`src/rtl/response_capture_pkg.sv`:
```
// response_capture_pkg: declarations shared by response_capture and capture_misr.
//   state_t    - controller states IDLE / COLLECT / DONE
//   NUM_VEC    - number of distinct 4-bit stimulus vectors
//   MISR_POLY  - x^16+x^12+x^5+1 feedback taps (implicit x^16 term)
//   MISR_SEED  - signature register start value
//   misr_step  - one MISR clock: shift, feed back, fold in a data word
package response_capture_pkg;

  typedef enum logic [1:0] {
    IDLE    = 2'd0,
    COLLECT = 2'd1,
    DONE    = 2'd2
  } state_t;

  localparam int unsigned NUM_VEC   = 16;
  localparam logic [15:0] MISR_POLY = 16'h1021;
  localparam logic [15:0] MISR_SEED = 16'hFFFF;

  function automatic logic [15:0] misr_step(input logic [15:0] cur,
                                            input logic [15:0] din);
    return {cur[14:0], 1'b0} ^ (cur[15] ? MISR_POLY : 16'h0000) ^ din;
  endfunction

endpackage

```
`src/rtl/response_capture_misr.sv`:
```
// capture_misr: 16-bit multiple-input signature register.
//   clk, rst_n - rising-edge clock, synchronous active-low reset (clears to 0)
//   load       - load MISR_SEED (wins over shift)
//   shift      - fold data_in into the signature
//   data_in    - 16-bit word to fold
//   sig        - current signature
module capture_misr
  import response_capture_pkg::*;
(
  input  logic        clk,
  input  logic        rst_n,
  input  logic        load,
  input  logic        shift,
  input  logic [15:0] data_in,
  output logic [15:0] sig
);

  always_ff @(posedge clk) begin
    if (!rst_n) begin
      sig <= '0;
    end else if (load) begin
      sig <= MISR_SEED;
    end else if (shift) begin
      sig <= misr_step(sig, data_in);
    end
  end

endmodule

```
`src/rtl/response_capture.sv`:
```
// response_capture: records the response of a 4-input unit under test for each
// of the 16 stimulus vectors, tracks coverage and flags inconsistent responses.
//   clk, rst_n   - rising-edge clock, synchronous active-low reset
//   start        - pulse: clear everything and (re)enter COLLECT
//   in_valid/in_ready, in_vec, in_y - sample handshake, vector {a,b,c,d}, response
//   covered      - bit i set once vector i has been seen
//   done         - high in DONE
//   conflict, conflict_idx - sticky mismatch flag and index of the first one
//   sample_cnt   - accepted samples, saturating at 255
//   rd_idx/rd_data - combinational table read, 0 for uncovered entries
// Optional (macro RESPONSE_CAPTURE_SIGNATURE_EN):
//   sig, sig_valid - MISR signature of the table, valid 16 cycles after DONE entry
module response_capture
  import response_capture_pkg::*;
#(
  parameter int unsigned OUT_W            = 1,
  parameter int unsigned STOP_ON_CONFLICT = 1
) (
  input  logic             clk,
  input  logic             rst_n,
  input  logic             start,
  input  logic             in_valid,
  output logic             in_ready,
  input  logic [3:0]       in_vec,
  input  logic [OUT_W-1:0] in_y,
  output logic [15:0]      covered,
  output logic             done,
  output logic             conflict,
  output logic [3:0]       conflict_idx,
  output logic [7:0]       sample_cnt,
  input  logic [3:0]       rd_idx,
  output logic [OUT_W-1:0] rd_data
`ifdef RESPONSE_CAPTURE_SIGNATURE_EN
  ,
  output logic [15:0]      sig,
  output logic             sig_valid
`endif
);

  state_t           state_q;
  logic [OUT_W-1:0] resp_tbl [NUM_VEC];

  logic        accept;
  logic        hit;
  logic        mismatch;
  logic [15:0] covered_nxt;
  logic        stop_now;

  assign in_ready    = (state_q == COLLECT);
  assign done        = (state_q == DONE);
  assign accept      = in_ready && in_valid;
  assign hit         = covered[in_vec];
  assign mismatch    = hit && (resp_tbl[in_vec] != in_y);
  assign covered_nxt = covered | (16'(1) << in_vec);
  // Only the first conflict can stop collection; later ones just stay sticky.
  assign stop_now    = accept && ((covered_nxt == '1) ||
                       ((STOP_ON_CONFLICT != 0) && mismatch && !conflict));

  assign rd_data = covered[rd_idx] ? resp_tbl[rd_idx] : '0;

  always_ff @(posedge clk) begin
    if (!rst_n) begin
      state_q      <= IDLE;
      covered      <= '0;
      conflict     <= 1'b0;
      conflict_idx <= '0;
      sample_cnt   <= '0;
    end else if (start) begin
      state_q      <= COLLECT;
      covered      <= '0;
      conflict     <= 1'b0;
      conflict_idx <= '0;
      sample_cnt   <= '0;
    end else if (accept) begin
      if (!hit) begin
        covered[in_vec] <= 1'b1;
      end else if (mismatch) begin
        conflict <= 1'b1;
        if (!conflict) conflict_idx <= in_vec;
      end
      if (sample_cnt != 8'hFF) sample_cnt <= sample_cnt + 8'd1;
      if (stop_now) state_q <= DONE;
    end
  end

  // A stored response is never overwritten; only the first sample of a vector writes.
  always_ff @(posedge clk) begin
    if (!rst_n || start) begin
      for (int unsigned i = 0; i < NUM_VEC; i++) resp_tbl[i] <= '0;
    end else if (accept && !hit) begin
      resp_tbl[in_vec] <= in_y;
    end
  end

`ifdef RESPONSE_CAPTURE_SIGNATURE_EN
  logic             enter_done;
  logic             fold_active;
  logic [3:0]       fold_ptr;
  logic [OUT_W-1:0] fold_entry;
  logic [15:0]      fold_word;

  assign enter_done = stop_now && !start;
  assign fold_entry = resp_tbl[fold_ptr];

  if (OUT_W >= 16) begin : g_trunc
    assign fold_word = fold_entry[15:0];
  end else begin : g_ext
    assign fold_word = {{(16 - OUT_W){1'b0}}, fold_entry};
  end

  // Seed loads on the DONE-entry edge; entries 0..15 fold on the next 16 edges.
  always_ff @(posedge clk) begin
    if (!rst_n || start) begin
      fold_active <= 1'b0;
      fold_ptr    <= '0;
      sig_valid   <= 1'b0;
    end else if (enter_done) begin
      fold_active <= 1'b1;
      fold_ptr    <= '0;
    end else if (fold_active) begin
      fold_ptr <= fold_ptr + 4'd1;
      if (fold_ptr == 4'hF) begin
        fold_active <= 1'b0;
        sig_valid   <= 1'b1;
      end
    end
  end

  capture_misr u_misr (
    .clk     (clk),
    .rst_n   (rst_n),
    .load    (start || enter_done),
    .shift   (fold_active),
    .data_in (fold_word),
    .sig     (sig)
  );
`endif

endmodule

```
`config.mk`:
```
export PLATFORM = sky130hd
export DESIGN_NAME = response_capture
export DESIGN_NICKNAME = d
export VERILOG_FILES = /design/src/rtl/response_capture_pkg.sv /design/src/rtl/response_capture_misr.sv /design/src/rtl/response_capture.sv
export SDC_FILE = /design/constraint.sdc
export NUM_CORES = 1
export LEC_CHECK = 0
export ABC_AREA = 1
export BUFFER_PORTS_ARGS = -buffer_cell sky130_fd_sc_hd__buf_2
export CELL_PAD_IN_SITES_DETAIL_PLACEMENT = 0
export CELL_PAD_IN_SITES_GLOBAL_PLACEMENT = 2
export CORE_ASPECT_RATIO = 1.2
export CORE_MARGIN = 4
export CORE_UTILIZATION = 31
export CTS_CLUSTER_SIZE = 40
export DETAILED_ROUTE_END_ITERATION = 16
export PLACE_DENSITY_LB_ADDON = 0.25
export SLEW_MARGIN = 5
export SYNTH_ARGS = -nofsm -noshare
export SYNTH_HDL_FRONTEND = slang
export SYNTH_HIERARCHICAL = 1
export SYNTH_SLANG_ARGS = --single-unit
```
`constraint.sdc`:
```
create_clock -name clk -period 2.1 [get_ports clk]
set_input_delay 0.315 -clock clk [delete_from_list [all_inputs] [get_ports clk]]
set_output_delay 0.315 -clock clk [all_outputs]
set_load 0.01 [all_outputs]
```
Word-level counts from Yosys, hierarchy flattened
Memory sizes are Yosys's and may differ from the RTL's.
Cells that the tools add are included.
{"block": "totals", "n_memories": 1, "output_inout_bits": 32, "romBits": 0, "ramBits": 16, "input_bits": 13, "latchBits": 0, "reg_bits": 31}
{"block": "op_classes", "bitwise": 5, "shifts": 1, "mux": 18, "add_sub_neg": 1, "n_eq_ne": 5, "reduce_logical": 21, "multipliers": 0, "magnitude_cmp": 3, "n_div": 0}
{"name": "resp_tbl", "depth": 16, "width": 1, "read_ports": 2, "rd_ports_with_merged_regs": 0, "wr": 16, "line": "response_capture.sv:41", "source": "logic [OUT_W-1:0] resp_tbl [NUM_VEC];"}
{"operator": "OR 16 bit", "n": 2}
{"operator": "equality test 16 bit (second input constant)", "n": 1}
{"operator": "left shift 1 x 4 -> 16 bit (first input constant)", "n": 1}
{"operator": "two-way mux 1 bit", "n": 14}
{"operator": "< comparator 4 x 5 -> 1 bit (second input constant)", "n": 2}
{"operator": "adder 8 x 1 -> 8 bit (second input constant)", "n": 1}
{"operator": "binary-select mux 1 bit (select 4 bit)", "n": 2}
{"operator": "!= test 8 bit (second input constant)", "n": 1}
{"operator": "AND reduction 2 bit", "n": 4}
{"operator": "logical AND 1 bit", "n": 6}
{"operator": "demux 1 bit (select 4 bit)", "n": 1}
{"operator": "greater-or-equal comparator 4 x 1 -> 1 bit (second input constant)", "n": 1}
{"operator": "two-way mux 4 bit", "n": 1}
{"operator": "AND reduction 4 bit", "n": 1}
{"operator": "nonzero test 2 bit", "n": 2}
{"operator": "zero test 1 bit", "n": 3}
{"operator": "inverter 1 bit", "n": 3}
{"operator": "AND reduction 3 bit", "n": 1}
{"operator": "equality test 2 x 1 -> 1 bit (second input constant)", "n": 1}
{"operator": "equality test 2 bit (second input constant)", "n": 1}
{"operator": "logical OR 1 bit", "n": 2}
{"operator": "OR reduction 2 bit", "n": 1}
{"operator": "!= test 1 bit", "n": 1}
{"operator": "OR reduction 1 bit", "n": 1}

Longest topological paths before layout
Gate-level depths: netlist of run 1.
{"block": "logic_depth", "depth_word": 9, "mapped_depth": 14, "mapped_depth_nobuf": 13}

Worst setup path before layout of run 1
No wires, ideal clock.
{"block": "synth_timing", "path_kind": "input-to-reg", "from": "input port in_vec[1]", "to": "memory resp_tbl[13], enable pin", "t_arrival_ns": 1.505, "stages": 11, "slack_ns": 0.302, "cell_sequence": "buf_6 -> nand2_1 -> nor2_1 -> nor2_1 -> nand2_1 -> nand2_1 -> nand2_1 -> nor4_4 -> buf_6 -> nand3_2 -> nand2_1"}
{"element": "start: declaration", "line": "response_capture.sv:24", "source": "input logic [3:0] in_vec,"}
{"element": "end: declaration", "line": "response_capture.sv:41"}

Worst setup path in the final report of run 1
{"block": "layout_timing", "from": "input port rd_idx[0]", "to": "output port rd_data"}
{"block": "layout_via", "elab_chain_len": 3, "word_cells_on_any_way": 4, "classes_between": "mux: 3; memory: 1"}
{"element": "start: declaration", "line": "response_capture.sv:31", "source": "input logic [3:0] rd_idx,"}
{"element": "binary-select mux 1 bit (select 4 bit)", "line": "response_capture.sv:59", "source": "assign rd_data = covered[rd_idx] ? resp_tbl[rd_idx] : '0;"}
{"element": "two-way mux 1 bit (implied by the code)", "line": "response_capture.sv:59"}
{"element": "two-way mux 1 bit *", "line": "response_capture.sv:59"}
{"element": "end: declaration", "line": "response_capture.sv:32", "source": "output logic [OUT_W-1:0] rd_data"}
Every way passes the cells marked *; elsewhere a longest branch is shown, timed or not. The select of a mux whose other input is x is not followed.

==> flow_metrics.env, run 1 <==
export IMPL_synth_edf_count=16
export IMPL_ys_ff_latch=47
export IMPL_port_buffers=44
export IMPL_hold_viol=0
export IMPL_grt_total_usage=0.175
export IMPL_vias_per_cell=4.73
export IMPL_p_leak_nw=1.44
export IMPL_post_synth_top_count_cell="nand2_1"
export IMPL_cts_hold_buf=0
export IMPL_cp_startpoint="rd_idx[0]"
export IMPL_syn_inst=373
export IMPL_cp_slowest_cell="o21ai_0"
export IMPL_die_h_um=109
export IMPL_drt_iter0_drc=155
export IMPL_syn_nets=387
export IMPL_antenna_left=0
export IMPL_dp_cells=541
export IMPL_htreeDepth=2
export IMPL_synth_area_sq_mm=0.00261
export IMPL_cp_arrival_ns=1.60
export IMPL_rows=36
export IMPL_final_layout_size_suffix_gt1_frac=0.205
export IMPL_yosys_area_share_simple=0.326
export IMPL_dpl_cell_area_sq_mm=0.00307
export IMPL_max_slew_margin=0.780
export IMPL_cpPeakStageDelay_ns=0.30
export IMPL_post_drt_wl_per_cell_um=15.1
export IMPL_synth_area_leader_cell="dfxtp_1"
export IMPL_grt_first_pass_wirelength_um=13500
export IMPL_crit_chain="buf_2 -> inv_1 -> a21oi_1 -> o21ai_0 -> nand3_1 -> nand3_1 -> o21ai_0 -> inv_1 -> buf_2"
export IMPL_cp_required_ns=1.78
export IMPL_fin_total_pwr_mw=1.73
export IMPL_critPathKind="in -> out"
export IMPL_r2r_worst_path_cells=11
export IMPL_p_per_area_mw_per_mm2=547
export IMPL_cts_setup_buffers=0
export IMPL_drc=0
export IMPL_yosysSeqAreaShare=0.422
export IMPL_yosys_warnings=6
export IMPL_initial_core_util=0.320
export IMPL_synth_top_family_by_area="simple AND/OR/NAND/NOR gates"
export IMPL_setup_viol=0
export IMPL_die_x_um=91.8
export IMPL_utilization=0.387
export IMPL_antenna_found_initial=0
export IMPL_numCtsBuffers=5
export IMPL_cp_end_kind="output pin"
export IMPL_clkLatencyLatePin_ns=0.30
export IMPL_grt_max_degree=30
export IMPL_first_pass_iters=4
export IMPL_cts_sinks=47
export IMPL_worst_clock_skew_ns=0.00514
export IMPL_rrSetupSlack_ns=0.26
export IMPL_io_pin_count=45
export IMPL_drv_slew=0
export IMPL_root_buffer="clkbuf_8"
export IMPL_startpoint_type="primary input"
export IMPL_cts_buffer_depth=2
export IMPL_finalCriticalPeriod_ns=1.91
export IMPL_synth_mux_area_frac=0
export IMPL_rr_startpoint="covered[12]"
export IMPL_peakVddDrop_v=0.000245
export IMPL_ys_flop_type="dfxtp_1"
export IMPL_fin_area_sq_mm=0.00315
export IMPL_stdcell_count=549
export IMPL_synthXorXnorAreaFrac=0.00336
export IMPL_worst_pin_slew_ns=0.327
export IMPL_syn_area_per_cell_sq_um=7.00
export IMPL_synth_cell_types=25
export IMPL_crit_fanout=7
export IMPL_synthArstFlopShare=0
export IMPL_core_area_sq_mm=0.00815
export IMPL_synth_area_top_cells="dfxtp_1 (24%), edfxtp_1 (18%), nand2_1 (15%)"
export IMPL_totalWireLength_um=8290
export IMPL_holdWs_ns=0.270
export IMPL_endpoint="rd_data"
export IMPL_gp_congestion=0.805
export IMPL_dr_total_vias=2596
export IMPL_ys_top_cells_by_count="nand2_1 (104), nor2_1 (46), inv_1 (42)"
export IMPL_grt_overflow=0
export IMPL_hp_class="in -> reg"
export IMPL_synth_top_area_frac=0.238
export IMPL_synth_compound_area_frac=0.152
export IMPL_hpwl_um=6230
export IMPL_syn_to_final_growth_pct=20.9
export IMPL_synthAdderAreaFrac=0.00479
export IMPL_cap_violations=0
export IMPL_clk_pin_slew_ns=0.09
export IMPL_first_global_vias=2570
export IMPL_n_antenna_cell=0
export IMPL_status="complete, no violations"
export IMPL_fmax_ghz=0.523
export IMPL_cts_tree="done"
export IMPL_fin_nets=448
export IMPL_fin_crit_sh=0.911
export IMPL_rsz0062_at_grt="false"
export IMPL_die_area_sq_mm=0.00996
export IMPL_rr_endpoint="conflict_idx[3]"
## registers in the layout, indices dropped and copies added, names as in the netlist
signal / flops
state_q: 2
conflict: 1
resp_tbl: 16
conflict_idx: 4
sample_cnt: 8
covered: 16
## cell usage in the layout (no fill, tap or decap), types with 13 or more instances in the layout
| cell | netlist | layout |
|---|---|---|
| o21ai_1 | 11 | 13 |
| buf_2 | 0 | 44 |
| inv_1 | 42 | 42 |
| dfxtp_1 | 31 | 31 |
| edfxtp_1 | 16 | 16 |
| buf_4 | 0 | 18 |
| a21oi_1 | 31 | 31 |
| nand3_1 | 18 | 18 |
| nand2_1 | 104 | 104 |
| o21ai_0 | 36 | 34 |
| nor2_1 | 46 | 45 |
## through the flow
step | TNS (ns) | setup slack, ns
after CTS | 0 | 0.202
after global placement | -0.0510 | -0.0510
after detailed placement | 0 | 0.0278
after floorplan | 0 | 0.302
final | 0 | 0.187
after global routing | 0 | 0.0301
## logic make-up after synthesis
| logic type | after synthesis |
|---|---|
| AND/OR/NAND/NOR | 189 |
| XOR/XNOR | 1 |
| flip-flops | 47 |
| buffers and inverters | 56 |
| AO/OA/AOI/OAI | 79 |
| adder cells (fa/ha/maj) | 1 |
## what timing repair did
action	in CTS	in global routing
endpoints found under the setup margin	0	3
gates resized for setup	0	3
hold endpoints to repair	0	0
## power breakdown
group,internal [mW],switching [mW]
Clock,0.235,0.309
Sequential,0.954,0.0112
Combinational,0.0705,0.147
Total,1.26,0.467
## routing by layer
layer / wire, um / track usage / up-vias
li1: - / - / 1327
met4: 82 / 0.0414 / 0
met3: 312 / 0.0251 / 6
met1: 3800 / 0.229 / 1212
met5: 0 / 0 / -
met2: 4100 / 0.305 / 51
## area by class of cell
cell class	count	area (sq um)
clock buffer	7	76.3
clock inverter	1	5.00
fill	888	5000
inverter	47	176
multi-input combinational	270	1280
sequential	47	1100
tap	114	143
timing repair buffer	63	375
## worst max-delay path, delay by kind of cell
family / cells / cell delay, ns
buffers and inverters: 4 / 0.60
AO/OA/AOI/OAI: 3 / 0.44
AND/OR/NAND/NOR: 2 / 0.23
## how the worst min path moves through the flow
stage / to / cells after the start / slack (ns) / from
2_1_floorplan: state_q[0] / 2 / 0.45 / start
3_3_place_gp: sample_cnt[4] / 1 / 0.47 / sample_cnt[4]
3_5_place_dp: conflict_idx[2] / 2 / 0.47 / conflict_idx[2]
4_1_cts: state_q[0] / 3 / 0.26 / rst_n
5_1_grt: state_q[0] / 3 / 0.27 / rst_n
6_report: state_q[0] / 3 / 0.27 / rst_n
(Power assumes the default switching activity.)
==> run 2, diff against run 1 <==
--- a/config.mk
+++ b/config.mk
@@ -15,6 +15,7 @@
 export CTS_CLUSTER_SIZE = 40
 export DETAILED_ROUTE_END_ITERATION = 16
 export PLACE_DENSITY_LB_ADDON = 0.25
+export SETUP_SLACK_MARGIN = 0.2
 export SLEW_MARGIN = 5
 export SYNTH_ARGS = -nofsm -noshare
 export SYNTH_HDL_FRONTEND = slang
==> run 2 against run 1 <==
Compared with the run above: sequential cell count is the same; worst setup slack gained 0.14 ns; clock skew shrank 0.00083 ns; largest cell class unchanged; routed wire length down 0.24%; via count rose by 0.35%; clock power is essentially flat; fmax is 8.1% higher; register-to-register slack better by 0.08 ns; clock-buffer cell count stayed put; largest power group unchanged; first-iteration DRC count down 7.7%; critical path type is now reg -> out; sequential share of layout area down 0.60 points; die area unchanged.
==> flow_metrics.env, run 2 (synthesized netlist as in run 1, its figures left out) <==
export IMPL_status="complete, no violations"
export IMPL_grt_overflow=0
export IMPL_grt_first_pass_wirelength_um=13500
export IMPL_worst_pin_slew_ns=0.324
export IMPL_cpPeakStageDelay_ns=0.42
export IMPL_io_pin_count=45
export IMPL_cts_buffer_depth=2
export IMPL_cp_required_ns=1.78
export IMPL_die_h_um=109
export IMPL_timing_critical_path_max_delay_family="flip-flops"
export IMPL_drv_slew=0
export IMPL_crit_fanout=2
export IMPL_hold_viol=0
export IMPL_finalWorstSetupSlack_ns=0.331
export IMPL_finalCriticalPeriod_ns=1.77
export IMPL_dp_cells=541
export IMPL_hp_class="in -> reg"
export IMPL_dr_total_vias=2605
export IMPL_drc=0
export IMPL_grt_max_degree=30
export IMPL_cts_sinks=47
export IMPL_numCtsBuffers=5
export IMPL_worst_clock_skew_ns=0.00430
export IMPL_p_leak_nw=1.46
export IMPL_totalWireLength_um=8270
export IMPL_first_global_vias=2570
export IMPL_syn_to_final_growth_pct=23.7
export IMPL_htreeDepth=2
export IMPL_layout_common_cells="nand2_1 (102), nor2_1 (44), buf_2 (44), inv_1 (39), a21oi_1 (30)"
export IMPL_port_buffers=44
export IMPL_n_antenna_cell=0
export IMPL_clk_pin_slew_ns=0.09
export IMPL_crit_chain="a21oi_1 -> o21ai_0 -> nand3_1 -> nand3_1 -> o21ai_1 -> inv_1 -> buf_2"
export IMPL_die_area_sq_mm=0.00996
export IMPL_critPathKind="reg -> out"
export IMPL_clkLatencyLatePin_ns=0.30
export IMPL_post_drt_wl_per_cell_um=15.0
export IMPL_fin_nets=449
export IMPL_top_regs="covered x16, resp_tbl x16, sample_cnt x8"
export IMPL_cpMostUsedCell="nand3_1"
export IMPL_cp_end_kind="output pin"
export IMPL_gp_congestion=0.805
export IMPL_antenna_found_initial=0
export IMPL_fin_area_sq_mm=0.00323
export IMPL_cp_slowest_cell="edfxtp_1"
export IMPL_initial_core_util=0.320
export IMPL_rsz0062_at_grt="false"
export IMPL_vias_per_cell=4.74
export IMPL_utilization=0.396
export IMPL_setup_viol=0
export IMPL_critical_path_buf_inv_count=2
export IMPL_pre_cts_ws_ns=0.0278
export IMPL_antenna_left=0
export IMPL_layout_commonest_cell="nand2_1"
export IMPL_root_buffer="clkbuf_8"
export IMPL_final_layout_size_suffix_gt1_frac=0.239
export IMPL_drt_iter0_drc=143
export IMPL_max_slew_margin=0.782
export IMPL_die_x_um=91.8
export IMPL_p_per_area_mw_per_mm2=538
export IMPL_stdcell_count=550
export IMPL_cts_tree="done"
export IMPL_fmax_ghz=0.565
export IMPL_cts_hold_buf=0
export IMPL_startpoint_type="flop"
export IMPL_core_area_sq_mm=0.00815
export IMPL_grt_total_usage=0.175
export IMPL_rows=36
export IMPL_fin_total_pwr_mw=1.74
export IMPL_dpl_cell_area_sq_mm=0.00307
export IMPL_first_pass_iters=4
export IMPL_peakVddDrop_v=0.000246
export IMPL_cp_arrival_ns=1.45
export IMPL_hpwl_um=6230
export IMPL_fin_crit_sh=0.842
export IMPL_cap_violations=0
export IMPL_nFillCells=885
-- run 2: tightest hold or removal path, stage by stage --
cell	delay, ns
buf_2	0.09
inv_1	0.07
a21oi_1	0.04
-- run 2: metal layers --
metal  global-route usage  wire [um]  vias up
met5                    0          0        -
met4               0.0414         80        0
met3               0.0251        266        6
met2                0.305       4060       48
met1                0.229       3870     1221
li1                     -          -     1330
-- run 2: per-stage QoR --
stage	hold slack (ns)	TNS [ns]
5_1_grt	0.268	0
4_1_cts	0.256	0
3_3_place_gp	0.467	-0.0510
2_1_floorplan	0.445	0
6_report	0.269	0
3_5_place_dp	0.474	0
-- run 2: area by class of cell --
| cell class | instances | area (sq um) | area share |
|---|---|---|---|
| clock inverters | 1 | 5.00 | 0.00155 |
| multi-input cells | 270 | 1330 | 0.411 |
| repair buffers | 64 | 390 | 0.121 |
| flip-flops and latches | 47 | 1110 | 0.343 |
| clock buffers | 7 | 76.3 | 0.0236 |
| inverters | 47 | 180 | 0.0558 |
| well taps | 114 | 143 | 0.0442 |
-- run 2: report_power, final --
group	leakage [nW]	switching, mW	internal (mW)
combinational	0.985	0.152	0.0737
sequential	0.430	0.0116	0.953
clock	0.0422	0.311	0.235
total	1.46	0.475	1.26
-- run 2: path summary, 6_finish.rpt --
check,slack [ns],cells past startpoint,start,to
setup / recovery,0.33,7,resp_tbl[15],rd_data
hold / removal,0.27,3,rst_n,state_q[0]
setup reg to reg,0.34,10,covered[11],resp_tbl[7]
hold reg to reg,0.46,1,sample_cnt[0],sample_cnt[0]
-- run 2: timing repair --
item	CTS	global route
resized for setup	0	27
endpoints found under the setup margin	0	15
setup buffers	0	1
==> run 3, diff against run 2 <==
==> constraint.sdc (replaced) <==
create_clock -name clk -period 1.8 [get_ports clk]
set_input_delay 0.27 -clock clk [delete_from_list [all_inputs] [get_ports clk]]
set_output_delay 0.27 -clock clk [all_outputs]
set_load 0.01 [all_outputs]
==> run 3 against run 2 <==
Compared with the run above: global-route usage up 0.55 points; clock skew increased by 0.0012 ns; via count rose by 8.6%; non-clock buffer count grew 48; routed wire length up 5.3%; worst setup slack got worse by 0.25 ns; cell count is 8.7% higher; sequential power is 17% higher; clock power grew 31%; combinational power up 52%.
==> flow_metrics.env, run 3 (synthesized netlist as in run 1, its figures left out) <==
export IMPL_antenna_found_initial=0
export IMPL_min_from="start"
export IMPL_cp_slowest_cell="dfxtp_2"
export IMPL_cts_hold_buf=0
export IMPL_cts_tree="done"
export IMPL_max_slew_margin=0.741
export IMPL_fin_crit_sh=0.955
export IMPL_multi_input_area_sq_mm=0.00166
export IMPL_cts_buffer_depth=2
export IMPL_cpPeakStageDelay_ns=0.33
export IMPL_drc=0
export IMPL_layout_commonest_cell="nand2_1"
export IMPL_hold_viol=0
export IMPL_top_regs="covered x16, resp_tbl x16, sample_cnt x8"
export IMPL_fmax_ghz=0.582
export IMPL_p_leak_nw=1.78
export IMPL_fin_total_pwr_mw=2.18
export IMPL_nFillCells=856
export IMPL_register_area_sq_mm=0.00112
export IMPL_crit_chain="nand2_2 -> o21ai_2 -> nand2_1 -> nand2_1 -> nand2_2 -> nand2_2 -> nor4_4 -> buf_6 -> nand3_4 -> nand2_1"
export IMPL_timing_critical_path_max_delay_family="simple AND/OR/NAND/NOR gates"
export IMPL_io_pin_count=45
export IMPL_fin_nets=497
export IMPL_crit_fanout=8
export IMPL_finalWorstSetupSlack_ns=0.0817
export IMPL_dr_total_vias=2828
export IMPL_drt_iter0_drc=124
export IMPL_peakVddDrop_v=0.000234
export IMPL_startpoint_type="flop"
export IMPL_port_buffers=44
export IMPL_grt_total_usage=0.180
export IMPL_critical_path_buf_inv_count=1
export IMPL_grt_max_degree=30
export IMPL_finalCriticalPeriod_ns=1.72
export IMPL_cap_violations=0
export IMPL_die_area_sq_mm=0.00996
export IMPL_clk_pin_slew_ns=0.08
export IMPL_rows=36
export IMPL_status="complete, no violations"
export IMPL_initial_core_util=0.320
export IMPL_layout_common_cells="nand2_1 (84), buf_4 (53), buf_2 (43), inv_1 (34), nor2_1 (32)"
export IMPL_core_area_sq_mm=0.00815
export IMPL_hpwl_um=6560
export IMPL_gp_congestion=0.804
export IMPL_critPathKind="reg -> reg"
export IMPL_first_global_vias=2746
export IMPL_cts_sinks=47
export IMPL_final_layout_size_suffix_gt1_frac=0.471
export IMPL_grt_overflow=0
export IMPL_die_x_um=91.8
export IMPL_worst_clock_skew_ns=0.00546
export IMPL_p_per_area_mw_per_mm2=546
export IMPL_rr_startpoint="covered[3]"
export IMPL_pre_cts_ws_ns=-0.332
export IMPL_post_drt_wl_per_cell_um=14.6
export IMPL_vias_per_cell=4.73
export IMPL_die_h_um=109
export IMPL_drv_slew=0
export IMPL_antenna_left=0
export IMPL_htreeDepth=2
export IMPL_numCtsBuffers=5
export IMPL_n_antenna_cell=0
export IMPL_cp_required_ns=1.83
export IMPL_root_buffer="clkbuf_8"
export IMPL_hp_class="in -> reg"
export IMPL_syn_to_final_growth_pct=53.1
export IMPL_setup_viol=0
export IMPL_cp_startpoint="covered[3]"
export IMPL_rsz0062_at_grt="true"
export IMPL_totalWireLength_um=8710
export IMPL_cp_end_kind="flop"
export IMPL_first_pass_iters=4
export IMPL_clkLatencyLatePin_ns=0.31
export IMPL_cp_arrival_ns=1.75
export IMPL_worst_pin_slew_ns=0.389
export IMPL_grt_first_pass_wirelength_um=14000
==> run 3: cell count changes in the layout (fill, tap and decap cells not counted), sizes merged <==
| cell | change |
|---|---|
| buf | +48 |
| clkbuf | +1 |
| clkinv | -1 |
| clkinvlp | -1 |
| inv | +1 |
==> run 3: layer usage <==
metal / track usage / up-vias / part of all wire
met2: 0.312 / 62 / 0.51
met4: 0.0510 / 0 / 0.012
met1: 0.230 / 1323 / 0.43
met5: 0 / - / 0
li1: - / 1436 / -
met3: 0.0348 / 7 / 0.046
==> run 3: power by group <==
part           switching (mW)  internal [mW]  leakage [nW]
combinational           0.216          0.126          1.29
sequential             0.0137           1.11         0.436
clock                   0.362          0.351        0.0515
total                   0.592           1.59          1.78
==> run 3: path summary, 6_finish.rpt <==
check                        to  slack [ns]  depth (start not counted)
setup / recovery    resp_tbl[3]        0.08                         10
hold / removal       state_q[0]        0.21                          3
setup reg to reg    resp_tbl[3]        0.08                         10
hold reg to reg   sample_cnt[3]        0.47                          1
==> run 3: worst min-delay path, stage by stage <==
cell,delay (ns)
buf_2,0.11
inv_1,0.04
a21oi_1,0.05
==> run 3: through the flow <==
| stage | instances | area (sq um) | hold slack [ns] | util | TNS (ns) |
|---|---|---|---|---|---|
| 2_1_floorplan | 373 | 2620 | 0.400 | - | 0 |
| 3_3_place_gp | 582 | 3370 | 0.470 | 0.413 | -6.96 |
| 3_5_place_dp | 582 | 3370 | 0.473 | 0.413 | -8.81 |
| 4_1_cts | 595 | 3650 | 0.198 | 0.448 | 0 |
| 5_1_grt | 598 | 4000 | 0.211 | 0.490 | -0.170 |
| 6_report | 598 | 4000 | 0.206 | 0.490 | 0 |
==> run 3: cell type report <==
class	count	area share
multi-input combinational	270	0.414
sequential	47	0.281
timing repair buffer	112	0.199
inverter	47	0.0454
tap	114	0.0357
clock buffer	8	0.0251
==> run 3: repair_timing <==
item,in CTS,in global routing
setup endpoints to repair,47,63
setup buffers,5,3
resized for setup,51,94
pin swaps,9,19
